--- src/rtl/vending_payment_ctrl.sv ---
// Payment/dispense controller: collects coins against a latched price, pulses
// dispense, then pays change or refunds as a train of 5-unit coin pulses.
module vending_payment_ctrl #(
  parameter int COIN_A_VALUE   = 5,
  parameter int COIN_B_VALUE   = 10,
  parameter int COIN_C_VALUE   = 20,
  parameter int TIMEOUT_CYCLES = 255
) (
  input  logic       clk,
  input  logic       reset,
  input  logic [4:0] selected_price,
  input  logic       coin_valid,
  input  logic [1:0] coin_code,
  input  logic       cancel,
  output logic [5:0] credit,
  output logic       dispense,
  output logic       change_coin,
  output logic       refund,
  output logic       coin_reject,
  output logic       busy
);

  typedef enum logic [1:0] {IDLE, COLLECT, DISPENSE, CHANGE} state_t;

  localparam logic [5:0] VAL_A   = 6'(COIN_A_VALUE);
  localparam logic [5:0] VAL_B   = 6'(COIN_B_VALUE);
  localparam logic [5:0] VAL_C   = 6'(COIN_C_VALUE);
  localparam logic [7:0] TO_LAST = 8'(TIMEOUT_CYCLES);

  state_t     state, state_n;
  logic [5:0] credit_q, credit_n;
  logic [4:0] price_q, price_n;
  logic [7:0] cnt_q, cnt_n;
  logic       refund_q, refund_n;
  logic       rej_q, rej_n;

  logic [5:0] cval, sum, price_ext;
  logic [7:0] cnt_inc;

  always_comb begin
    case (coin_code)
      2'b01:   cval = VAL_A;
      2'b10:   cval = VAL_B;
      2'b11:   cval = VAL_C;
      default: cval = 6'd0;
    endcase
  end

  assign price_ext = {1'b0, price_q};
  assign sum       = credit_q + cval;
  assign cnt_inc   = cnt_q + 8'd1;

  always_ff @(posedge clk or posedge reset) begin
    if (reset) begin
      state    <= IDLE;
      credit_q <= 6'd0;
      price_q  <= 5'd0;
      cnt_q    <= 8'd0;
      refund_q <= 1'b0;
      rej_q    <= 1'b0;
    end else begin
      state    <= state_n;
      credit_q <= credit_n;
      price_q  <= price_n;
      cnt_q    <= cnt_n;
      refund_q <= refund_n;
      rej_q    <= rej_n;
    end
  end

  always_comb begin
    state_n  = state;
    credit_n = credit_q;
    price_n  = price_q;
    cnt_n    = cnt_q;
    refund_n = refund_q;
    rej_n    = 1'b0;
    case (state)
      IDLE: begin
        credit_n = 6'd0;
        cnt_n    = 8'd0;
        if (coin_valid) begin
          if (selected_price == 5'd0 || coin_code == 2'b00) begin
            rej_n = 1'b1;
          end else begin
            price_n  = selected_price;
            credit_n = cval;
            refund_n = 1'b0;
            state_n  = (cval >= {1'b0, selected_price}) ? DISPENSE : COLLECT;
          end
        end
      end
      COLLECT: begin
        // cancel takes priority; a coin arriving with it is bounced
        if (cancel) begin
          rej_n    = coin_valid;
          refund_n = 1'b1;
          state_n  = CHANGE;
        end else if (coin_valid && coin_code != 2'b00) begin
          credit_n = sum;
          cnt_n    = 8'd0;
          if (sum >= price_ext) state_n = DISPENSE;
        end else begin
          rej_n = coin_valid;
          cnt_n = cnt_inc;
          if (cnt_inc == TO_LAST) begin
            refund_n = 1'b1;
            state_n  = CHANGE;
          end
        end
      end
      DISPENSE: begin
        rej_n    = coin_valid;
        refund_n = 1'b0;
        cnt_n    = 8'd0;
        credit_n = credit_q - price_ext;
        state_n  = (credit_q != price_ext) ? CHANGE : IDLE;
      end
      CHANGE: begin
        rej_n = coin_valid;
        // last coin (or a sub-coin residue) finishes the train
        if (credit_q <= 6'd5) begin
          credit_n = 6'd0;
          state_n  = IDLE;
        end else begin
          credit_n = credit_q - 6'd5;
        end
      end
      default: state_n = IDLE;
    endcase
  end

  always_comb begin
    credit      = credit_q;
    coin_reject = rej_q;
    dispense    = (state == DISPENSE);
    change_coin = (state == CHANGE) && (credit_q >= 6'd5);
    refund      = (state == CHANGE) && refund_q;
    busy        = (state != IDLE);
  end

endmodule
--- config.mk ---
export PLATFORM = sky130hd
export DESIGN_NAME = vending_payment_ctrl
export DESIGN_NICKNAME = d
export VERILOG_FILES = /design/src/rtl/vending_payment_ctrl.sv
export SDC_FILE = /design/constraint.sdc
export NUM_CORES = 1
export LEC_CHECK = 0
export CORE_MARGIN = 5
export CORE_UTILIZATION = 55
export CTS_CLUSTER_DIAMETER = 120
export DETAILED_ROUTE_END_ITERATION = 7
export PLACE_DENSITY = 0.81
export SLEW_MARGIN = 20
export SYNTH_ARGS = -nofsm -noshare
export SYNTH_HDL_FRONTEND = slang
export SYNTH_SLANG_ARGS = --single-unit
--- constraint.sdc ---
create_clock -name clk -period 7.7 [get_ports clk]
set_input_delay 1.54 -clock clk [delete_from_list [all_inputs] [get_ports clk]]
set_output_delay 1.54 -clock clk [all_outputs]
set_load 0.01 [all_outputs]
==> Word level (Yosys, flattened, before mapping) <==
Cells that the tools add are included.
{ "totals": {"word_cells": 81, "regBits": 23, "input_bits": 11} }
{ "classes": {"bitwise": 1, "magnitude_cmp": 4, "n_addsub": 4, "n_eq_ne": 17, "mux": 31, "reduce_logical": 18} }
{ "op_table": {"columns": ["cell", "count"], "rows": [
  ["$mux 6", 5],
  ["$pmux 6 s4", 1],
  ["$mux 2", 9],
  ["$mux 8", 2],
  ["$pmux 8 s2", 1],
  ["$pmux 5 s3", 1],
  ["$ge 6x5->1", 2],
  ["$ne 2x2->1 const B", 5],
  ["$reduce_and 5->1", 2],
  ["$mux 1", 9],
  ["$add 8x1->8 const B", 1],
  ["$eq 2x2->1 const B", 4],
  ["$eq 8x8->1 const B", 1],
  ["$ne 4x4->1 const B", 2],
  ["$pmux 2 s4", 1],
  ["$add 6x6->6", 1],
  ["$ge 6x3->1 const B", 1],
  ["$le 6x3->1 const B", 1],
  ["$ne 3x3->1 const B", 2],
  ["$ne 6x5->1", 1],
  ["$pmux 1 s3", 2],
  ["$reduce_bool 2->1", 3],
  ["$sub 6x3->6 const B", 1],
  ["$sub 6x5->6", 1],
  ["10 further kinds", 16]
]} }

==> Longest topological paths before layout <==
{ "depth": {"ltp_word": 8, "mapped_depth": 14, "depth_no_buf": 12} }

==> Worst setup path after synthesis <==
OpenSTA, ideal clock, no wires.
{ "synth_timing": {"path_type": "input-to-reg", "from": "input port coin_code[0]", "to": "register state[1]", "stages": 13, "required_time_ns": 7.580, "n_path_buf": 1, "setup_time_ns": 0.120, "setup_slack_ns": 3.894, "arrival_ns": 3.686, "cell_sequence": "buf_4 > and2b_2 > ha_1 > ha_1 > a21oi_1 > a21oi_1 > a2bb2oi_1 > xor2_1 > ha_1 > o21a_1 > a211oi_1 > a211oi_2 > a31o_1"} }
{ "synth_between": {"elab_chain_cells": 7} }
{ "synth_lines": {"columns": ["element", "line_no", "source"], "rows": [
  ["from (decl)", "13", "input logic [1:0] coin_code,"],
  ["branches (longest 7 deep; another with $add 6x6->6)", null, null],
  ["to (signal assigned)", "62", "state <= state_n;"],
  ["to (decl)", "30", "state_t state, state_n;"]
]} }
Parallel ways; which one is timed is not known. The select of a mux whose other input is x is not followed.
A chain may end at the register's enable or synchronous reset.

==> Final worst setup path <==
Same ends and word-level chain as after synthesis.

==> flow_summary_export.csv <==
group,metric,value,unit
grt,grt_pass1_vias,1886,
cells_and_area,fin_nets,319,
grt,antenna_found_initial,0,
floorplanning,start_util,57.8,%
cts,clock_latency,270,ps
critical_path,path_cells,"clkdlybuf4s50_1, nor2b_4, xnor2_1, ha_1, a21oi_1, a21oi_1, a2bb2oi_1, xor2_1, ha_1, o21a_1, a211oi_1, a211oi_2, a31o_1",
cts,cts_resized,0,
critical_path,crit_type,"input port to flop",
routing,num_vias,1998,
timing,fin_hold_ws,540,ps
routing,ant_nets,0,
yosys,seq_area_frac_synth,26.6,%
yosys,yosysWarningCount,0,
yosys,avgSynthCellArea,8.04,um2
routing,drc_errors,0,
routing,wl,5510,um
power_and_ir_drop,p_per_area,394,nW/um2
cts,cts_setup_buffers,0,
critical_path,required,7870,ps
grt,grt_max_degree,24,
yosys,synth_enable_flop_cells,0,
job,cap_violations,0,
cts,cts_buffers,3,
yosys,synthFlopType,"dfrtp_1",
timing,setup_tns,0,ps
critical_path,cp-end-kind,"flop",
yosys,ys_ff_latch,23,
routing,wl_per_cell,16.6,um
timing,setup_violations,0,
cts,cts_tree,"done",
timing,maxSlewHeadroom,41.5,%
cells_and_area,n_antenna_cell,0,
routing,drtIter0Drc,173,
yosys,ys_types,59,
cells_and_area,final_area,2420,um2
grt,track_usage,22.2,%
cells_and_area,drive_gt1_share,6.34,%
yosys,synth.net_count,303,
routing,routed_via_density,6.02,
run_status,status,"completed",
timing,fin_crit,4240,ps
yosys,synthCells,269,
power_and_ir_drop,peakVddDrop,0.216,mV
grt,grt_pass1_wl,9190,um
grt,overflow,0,
yosys,syn_area,2160,um2
timing,grt_setup_unrepaired,"no",
floorplanning,die_area,5290,um2
place,port_buffers,21,
critical_path,crit_path_top_delay_cell,"clkdlybuf4s50_1",
timing,finClkSkew,5.52,ps
floorplanning,die_w,72.7,um
cells_and_area,nFillCells,333,
cts,hold_buffers,0,
critical_path,slowest_delay,610,ps
floorplanning,coreArea,3740,um2
timing,final_hold_viol_count,0,
cts,clockBufferDepth,2,
routing,firstDrtPassIters,6,
critical_path,arrival,4410,ps
power_and_ir_drop,leakage,1.07,nW
floorplanning,die_h,72.7,um
hold_path,hp-class,"flop to flop",
place,dp_hpwl,4280,um
critical_path,crit_fanout,10,
timing,slew_violations,0,
floorplanning,pin_count,22,
cts,cts_sinks,23,
timing,tightest_slew,876,ps
cts,root_buffer,"clkbuf_8",
timing,fin_crit_sh,55.1,%
floorplanning,row_count,22,
critical_path,timing.critical_path.from_type,"input port",
cts,path_clk_slew,90,ps
cells_and_area,area_growth,11.7,%
cts,cts_max_level,1,
timing,fmax,236,MHz
place,place_area,2370,um2
place,finalWeightedCongestion,0.967,
yosys,ys_async_sr_fraction,100,%
-- cell families (layout without fill, tap and decap cells) --
| kind of cell | count (synthesis) | count (layout) | share of synthesized area (%) |
|---|---|---|---|
| AO/OA/AOI/OAI | 82 | 82 | 24.8 |
| adder cells (fa/ha/maj) | 24 | 24 | 14.2 |
| XOR/XNOR | 12 | 12 | 4.86 |
| buffers and inverters | 33 | 48 | 7.00 |
| AND/OR/NAND/NOR | 95 | 95 | 22.5 |
| flip-flops | 23 | 23 | 26.6 |
-- sequential cells by signal, indices dropped and copies added, names as in the netlist --
register and count:
price_q 5, refund_q 1, cnt_q 8, credit 6
state 2, coin_reject 1
-- power breakdown --
| group | total [W] | internal (W) | switching, W | leakage (nW) |
|---|---|---|---|---|
| Sequential | 0.000243 | 0.000163 | 0.0000792 | 0.293 |
| Combinational | 0.000630 | 0.000288 | 0.000342 | 0.757 |
| Clock | 0.0000796 | 0.0000367 | 0.0000429 | 0.0217 |
| Total | 0.000952 | 0.000488 | 0.000464 | 1.07 |
-- layout make-up --
type,instances,area (um2),area share [%]
inverters,23,86.3,3.57
multi-input cells,213,1440,59.4
well taps,48,60.1,2.49
clock inverters,1,7.51,0.311
flip-flops and latches,23,576,23.8
repair buffers,21,210,8.70
clock buffers,3,41.3,1.71
-- cell usage in the layout, fill, tap and decap left out, types with 5 or more instances in the layout --
cell             instances
a21oi_1                 19
clkdlybuf4s50_1         21
dfrtp_1                 23
ha_1                    22
inv_1                   23
nand2_1                 34
nor2_1                  23
nor2b_1                  5
o21ai_0                 25
o31ai_1                  5
xnor2_1                  8
-- metal layers --
metal	up-vias	GRT usage, %	wire length [um]
met3	14	3.31	418
met2	109	34.5	2410
li1	981	-	-
met4	0	7.79	146
met5	-	0	0
met1	894	31.4	2530
-- per-stage QoR --
step,power [W],util [%],setup slack [ps],std cells
global placement,0.000849,63.2,3270,328
CTS,0.000942,64.5,3470,332
global route,0.00104,64.5,3240,332
detailed placement,0.000857,63.2,3180,328
floorplan,0.000674,-,3890,269
finish,0.000952,64.5,3460,332
-- worst max-delay path, delay by kind of cell --
family                   cells  cell delay [ps]
AO/OA/AOI/OAI                7             1120
buffers and inverters        1              610
adder cells (fa/ha/maj)      2              440
XOR/XNOR                     2              370
AND/OR/NAND/NOR              1              320
-- cells in the mapped netlist, drive strengths merged (5+ instances only) --
cell type	n	area (um2)
xnor2	8	70.1
inv	23	86.3
nor2	23	86.3
a21oi	21	113
buf	9	61.3
o21ai	28	140
nand3	5	30.0
nand2	34	128
o31ai	5	37.5
dfrtp	23	576
nor2b	6	45.0
ha	22	275
-- worst paths after layout --
check                        startpoint        end  slack, ps  cells after the start
max                        coin_code[0]   state[1]       3460                     13
min                            cnt_q[5]   cnt_q[5]        540                      1
max reg2reg                   credit[1]   state[1]       4860                     12
min reg2reg                    cnt_q[5]   cnt_q[5]        540                      1
max in group asynchronous         reset   cnt_q[3]       5420                      2
min in group asynchronous         reset  credit[3]       1740                      2
Note: power is estimated with default switching activity, not from simulation.
